--- config.mk ---
export PLATFORM = sky130hd
export DESIGN_NAME = regfile_wb_arbiter
export DESIGN_NICKNAME = d
export VERILOG_FILES = /design/src/rtl/regfile_wb_arbiter.sv
export SDC_FILE = /design/constraint.sdc
export NUM_CORES = 1
export LEC_CHECK = 0
export CORE_MARGIN = 2
export CORE_UTILIZATION = 39
export CTS_CLUSTER_DIAMETER = 40
export DETAILED_ROUTE_END_ITERATION = 10
export HOLD_SLACK_MARGIN = 0.1
export PLACE_DENSITY_LB_ADDON = 0.05
export SLEW_MARGIN = 10
export SYNTH_ARGS = -nofsm -noshare
export SYNTH_HDL_FRONTEND = slang
export SYNTH_SLANG_ARGS = --single-unit
export TNS_END_PERCENT = 30
--- constraint.sdc ---
create_clock -name clk -period 2.26 [get_ports clk]
set_clock_uncertainty 0.05 [all_clocks]
set_input_delay 0.226 -clock clk [delete_from_list [all_inputs] [get_ports clk]]
set_output_delay 0.226 -clock clk [all_outputs]
set_load 0.05 [all_outputs]
--- src/rtl/regfile_wb_arbiter.sv ---
// Writeback arbiter sharing the register-file write port among NUM_REQ sources.
// Optional build macro WB_ARB_RR_EN selects round-robin instead of fixed priority.
module regfile_wb_arbiter #(
  parameter int NUM_REQ  = 3,
  parameter int MAX_WAIT = 4,
  parameter int AW       = 5,
  parameter int DW       = 32
) (
  input  logic                  clk,
  input  logic                  reset_n,
  input  logic                  wb_hold,
  input  logic [NUM_REQ-1:0]    req_valid,
  input  logic [NUM_REQ*AW-1:0] req_addr,
  input  logic [NUM_REQ*DW-1:0] req_data,
  output logic [NUM_REQ-1:0]    req_ready,
  output logic                  wr_ch0_en,
  output logic [AW-1:0]         wr_ch0_addr,
  output logic [DW-1:0]         wr_ch0_data,
  output logic                  arb_busy
);

  localparam int CW = $clog2(MAX_WAIT + 1);
  localparam int IW = (NUM_REQ > 1) ? $clog2(NUM_REQ) : 1;
  localparam logic [CW-1:0] CNT_MAX = CW'(MAX_WAIT);

  logic [CW-1:0]      r_wait_cnt [NUM_REQ];
  logic [NUM_REQ-1:0] w_grant;
  logic               w_found;
  logic [IW-1:0]      w_gidx;
  logic [AW-1:0]      w_addr;
  logic [DW-1:0]      w_data;
  logic               r_en;
  logic [AW-1:0]      r_addr;
  logic [DW-1:0]      r_data;

`ifdef WB_ARB_RR_EN
  logic [IW-1:0]      r_rr_ptr;
`endif

  // Starvation override first; the normal policy only runs if nobody is starved.
  always_comb begin
    w_grant = '0;
    w_found = 1'b0;
    w_gidx  = '0;
    if (reset_n && !wb_hold) begin
      for (int unsigned i = 0; i < NUM_REQ; i++) begin
        if (!w_found && req_valid[i] && r_wait_cnt[i] == CNT_MAX) begin
          w_found = 1'b1;
          w_gidx  = IW'(i);
        end
      end
`ifdef WB_ARB_RR_EN
      for (int unsigned k = 0; k < NUM_REQ; k++) begin
        int unsigned j;
        j = (int'(r_rr_ptr) + k) % NUM_REQ;
        if (!w_found && req_valid[j]) begin
          w_found = 1'b1;
          w_gidx  = IW'(j);
        end
      end
`else
      for (int unsigned i = 0; i < NUM_REQ; i++) begin
        if (!w_found && req_valid[i]) begin
          w_found = 1'b1;
          w_gidx  = IW'(i);
        end
      end
`endif
      if (w_found) w_grant[w_gidx] = 1'b1;
    end
  end

  assign w_addr    = req_addr[w_gidx*AW +: AW];
  assign w_data    = req_data[w_gidx*DW +: DW];
  assign req_ready = w_grant;
  assign arb_busy  = |req_valid;

  always_ff @(posedge clk or negedge reset_n) begin
    if (!reset_n) begin
      for (int unsigned i = 0; i < NUM_REQ; i++) r_wait_cnt[i] <= '0;
    end else if (!wb_hold) begin
      for (int unsigned i = 0; i < NUM_REQ; i++) begin
        if (!req_valid[i] || w_grant[i]) r_wait_cnt[i] <= '0;
        else if (r_wait_cnt[i] != CNT_MAX) r_wait_cnt[i] <= r_wait_cnt[i] + 1'b1;
      end
    end
  end

`ifdef WB_ARB_RR_EN
  always_ff @(posedge clk or negedge reset_n) begin
    if (!reset_n) begin
      r_rr_ptr <= '0;
    end else if (w_found) begin
      r_rr_ptr <= (int'(w_gidx) == NUM_REQ - 1) ? '0 : w_gidx + 1'b1;
    end
  end
`endif

  // x0 requests complete the handshake but never raise the write enable.
  always_ff @(posedge clk or negedge reset_n) begin
    if (!reset_n) begin
      r_en   <= 1'b0;
      r_addr <= '0;
      r_data <= '0;
    end else begin
      r_en <= w_found && (w_addr != '0);
      if (w_found) begin
        r_addr <= w_addr;
        r_data <= w_data;
      end
    end
  end

  assign wr_ch0_en   = r_en;
  assign wr_ch0_addr = r_addr;
  assign wr_ch0_data = r_data;

endmodule
# After elaboration in Yosys (flattened, before gate mapping)
# Index checks and enable logic that the tools add are counted.
# op_classes
multipliers	1
reduce_logical	31
shifts	2
n_lt_le_gt_ge	2
n_eq_ne	6
muxes	30
addsub	3
n_bitwise	1
# ops
operator	count
$shiftx A96 B8 Y32	1
$mux W3	8
$mux W1	15
$shiftx A15 B6 Y5	1
$mux W2	6
$logic_and A1 B1 Y1	11
$add A3 B1 Y3 const B	3
$eq A3 B3 Y1 const B	3
$logic_not A1 Y1	9
$ne A3 B3 Y1 const B	3
$reduce_and A2 Y1	3
$reduce_bool A2 Y1	3
$mul A2 B3 Y5 const B	1
$reduce_bool A5 Y1	1
$logic_or A1 B1 Y1	3
$lt A2 B3 Y1 const B	1
$reduce_or A3 Y1	1
$demux W1 S2	1
$ge A2 B1 Y1 const B	1
$not A1 Y1	1
# word_totals
input_bits	117
wordCells	82
ff_bits	47
out_inout_bits	42

# Depth between registers and ports, before layout
# logic_depth
ltp_word	35
mapped_depth	11
depth_no_buf	8

# Worst setup path before layout
# No wires, ideal clock.
# synth_path
path_type	reg-to-reg
from	reg r_wait_cnt[0] (netlist name)
to	reg r_en, in the netlist wr_ch0_en
required_time_ns	2.128
arrival_ns	2.031
path_buffers	2
period_less_slack_ns	2.163
setup_time_ns	0.082
path_slack_ns	0.097
path_stages_with_launch	11
path_cell_list	dfrtp_1 inv_1 ha_1 and3_1 buf_4 a21oi_2 o32a_1 buf_2 inv_1 a21oi_1 a31oi_1
# synth_via
elab_chain_len	21
word_cells_on_any_way	27
cone_classes	mul: 1; eq/ne: 1; shift: 1; mux: 15; reduce/logical: 9
# synth_rtl
element	line	source
start, declared	26	logic [CW-1:0] r_wait_cnt [NUM_REQ];
start signal, assigned by index	83	if (!req_valid[i] || w_grant[i]) r_wait_cnt[i] <= '0;
$eq A3 B3 Y1 (*)	47	if (!w_found && req_valid[i] && r_wait_cnt[i] == CNT_MAX) begin
$logic_and A1 B1 Y1 (*)	47	
$mux W1	47	
$mux W1	45	if (reset_n && !wb_hold) begin
$logic_not A1 Y1	63	if (!w_found && req_valid[i]) begin
$logic_and A1 B1 Y1	63	
$mux W1	63	
$mux W1	45	
(+4 left out)	n/a	
$logic_not A1 Y1	63	
$logic_and A1 B1 Y1	63	
$mux W2	63	
$mux W2 (2 in series)	45	
$mul A2 B3 Y5	73	assign w_addr = req_addr[w_gidx*AW +: AW];
$shiftx A15 B6 Y5	73	
$reduce_bool A5 Y1	106	r_en <= w_found && (w_addr != '0);
$logic_and A1 B1 Y1 (*)	106	
end signal, assigned	106	
end, declared	32	logic r_en;
# Mark *: on every way between the ends. The rest lies on a longest branch, timed or not. The select of a mux whose other input is x is not followed.
# A chain may end at the register's enable or synchronous reset.

# Worst setup path in the final report
# Ends and elaborated chain as after synthesis.

==> impl_metrics.json <==
{
  "status": "complete, no violations",
  "yosys-top-cells-area": "dfrtp_1 42%, mux2i_1 13%, a211oi_1 9.4%, a21o_1 9.1%, nor2_1 5.4%",
  "finalHoldViolCount": 0,
  "fin_area_um2": 4720,
  "power_mw": 2.73,
  "ys_ff_latch": 47,
  "layout.nets": 572,
  "vias_per_cell": 5.14,
  "synth.most_common_cell": "dfrtp_1",
  "die_height_um": 88.6,
  "place_ws_ns": 0.000154,
  "ys_seq_area_share_pct": 42.1,
  "cts_tree": "yes",
  "grt_usage_pct": 20.2,
  "dp_cells": 536,
  "cts_setup_buffers": 0,
  "yosys.area.top_type": "dfrtp_1",
  "grt_pass1_wl_mm": 12.4,
  "drt_iter0_drc": 125,
  "first_global_vias": 2648,
  "die_x_um": 88.6,
  "maxSlewViolCount": 0,
  "syn-cell-area_um2": 2790,
  "finalWeightedCongestion": 0.886,
  "r2r_slack_ns": 0.06,
  "synth_cells": 291,
  "synth_cell_types": 37,
  "cts_htree_levels": 2,
  "drt-pass1-iter-count": 4,
  "synth_warnings": 0,
  "wirelength_mm": 8.07,
  "hold_start": "wr_ch0_data[16]",
  "critPathKind": "reg -> reg",
  "fin_cells": 546,
  "cts_root_buffer": "clkbuf_8",
  "power.leakage_nw": 2.06,
  "worst_slew_pin_slew_ns": 0.604,
  "async_flop_share_pct": 100,
  "cp_data_arrival_time_ns": 2.32,
  "vias": 2806,
  "yosys.area.top_type_share_pct": 42.1,
  "finalCritPeriodShare_pct": 97.1,
  "r2r-end": "wr_ch0_en",
  "numCtsBuffers": 5,
  "fin_crit_ns": 2.20,
  "coreArea_um2": 6870,
  "r2r-start": "r_wait_cnt[0]",
  "insertedDiodeCount": 0,
  "start_util_pct": 40.6,
  "wl_per_cell_um": 14.8,
  "r2r.worst_path.cells": 9,
  "grt_max_degree": 58,
  "gr-total-overflow": 0,
  "synth_nets": 414,
  "crit_path_end_kind": "flip-flop",
  "final_core_util_pct": 68.7,
  "clkTransAtPathRegs_ns": 0.09,
  "cap_violations": 0,
  "dp_hpwl_mm": 6.04,
  "num_io_pins": 159,
  "whs_path_depth": 1,
  "ir_drop_mv": 0.269,
  "finalSetupViolations": 0,
  "power_density_nw_per_um2": 579,
  "slew_headroom_pct": 59.7,
  "hold_path_end": "wr_ch0_data[16]",
  "portBuffers": 158,
  "synth_edf_count": 0,
  "cts_sinks": 47,
  "seq_area_um2": 1180,
  "syn2layout_area_growth_pct": 69.0,
  "cp-start-kind": "flip-flop",
  "syn_area_per_cell_um2": 9.59,
  "antenna_found_initial": 0,
  "multi_input_area_um2": 1510,
  "critPathMaxFanout": 10,
  "dieArea_um2": 7850,
  "clockBufferDepth": 2,
  "yosys-top-cells-count": "47 x dfrtp_1, 40 x nor2_1, 36 x mux2i_1",
  "clk_latency_ns": 0.30,
  "fillers": 568,
  "cp.required_ns": 2.38,
  "max_clock_freq_ghz": 0.456,
  "post_route_cells_drive_above_1_share_pct": 8.89,
  "fp-row-count": 30,
  "drc": 0,
  "synth-main-ff-cell": "dfrtp_1",
  "setup_ws_ns": 0.0646,
  "ant_nets": 0,
  "placed_cell_area_um2": 4550,
  "holdCritPathClass": "reg -> reg"
}
[critical path, stage by stage, from the launching register on]
cell       delay (ns)
dfrtp_1          0.41
inv_1            0.09
ha_2             0.20
and3_4           0.21
nor2_1           0.06
o211a_4          0.30
clkbuf_16        0.18
o221a_2          0.27
a21oi_1          0.18
a31oi_1          0.12
[area by class of cell]
class,count,share of cell area (%)
timing repair buffer,173,37.9
multi-input combinational,213,32.1
sequential,47,24.9
tap,96,2.55
clock buffer,7,1.62
inverter,9,0.769
clock inverter,1,0.106
[sequential cells by signal (all words and copies together), names as in the netlist]
register,cells
wr_ch0_addr,5
r_wait_cnt,9
wr_ch0_en,1
wr_ch0_data,32
[routing by layer]
| layer | track usage (%) | vias to the layer above | share of wire, % |
|---|---|---|---|
| met5 | 0 | - | 0 |
| met4 | 4.82 | 0 | 0.38 |
| met3 | 7.09 | 2 | 8.8 |
| met2 | 33.3 | 103 | 49 |
| met1 | 25.7 | 1323 | 42 |
| li1 | - | 1378 | - |
[repair_timing]
action | 4_1_cts | 5_1_grt
cloned | 0 | 1
endpoints found under the setup margin | 1 | 23
hold endpoints to repair | 47 | 0
pin swaps | 0 | 1
resized for setup | 2 | 10
hold buffers | 1 | 0
[how the worst max path moves through the flow]
stage                     cells past startpoint  slack [ns]        endpoint          start
after floorplan                              10         0.1       wr_ch0_en  r_wait_cnt[0]
after global placement                        8        0.06  wr_ch0_data[5]   req_valid[1]
after detailed placement                      8      0.0002       wr_ch0_en   req_valid[2]
after CTS                                     7        0.02    req_ready[2]  r_wait_cnt[0]
after global routing                          9       -0.05       wr_ch0_en  r_wait_cnt[7]
final                                         9        0.06       wr_ch0_en  r_wait_cnt[0]
[report_power, final]
| group | switching, mW | internal, mW | total, mW | leakage, nW |
|---|---|---|---|---|
| clock network | 0.281 | 0.218 | 0.499 | 0.0422 |
| logic | 0.664 | 0.528 | 1.19 | 1.42 |
| registers | 0.0738 | 0.966 | 1.04 | 0.591 |
| total | 1.02 | 1.71 | 2.73 | 2.06 |
[layout by cell type (no fill, tap or decap), types with 2 or more instances in the layout]
| cell type | instances |
|---|---|
| nor2b_1 | 2 |
| nor2_1 | 40 |
| o22ai_1 | 2 |
| buf_12 | 7 |
| ha_1 | 4 |
| clkdlybuf4s50_1 | 153 |
| nand2_1 | 11 |
| nand3_1 | 5 |
| mux2i_1 | 35 |
| buf_4 | 9 |
| clkbuf_8 | 5 |
| clkbuf_1 | 2 |
| dfrtp_1 | 47 |
| a21oi_2 | 3 |
| a211oi_1 | 35 |
| ha_2 | 2 |
| inv_1 | 7 |
| a21o_1 | 34 |
| o21ai_0 | 9 |
| a21oi_1 | 11 |
| o221a_2 | 2 |
[stage by stage]
stage | hold WS [ns] | setup TNS, ns
floorplan | -0.120 | 0
global placement | 0.350 | 0
detailed placement | 0.352 | 0
CTS | 0.434 | 0
global route | 0.444 | -0.0834
finish | 0.429 | 0
[logic make-up after synthesis]
| kind of cell | after synthesis | share of synthesized area, % |
|---|---|---|
| mux | 37 | 13.3 |
| flops | 47 | 42.1 |
| simple gates | 65 | 9.68 |
| compound gates | 105 | 26.8 |
| buf+inv | 31 | 5.38 |
| fa+ha+maj | 6 | 2.69 |
Note: power is estimated with default switching activity, not from simulation.
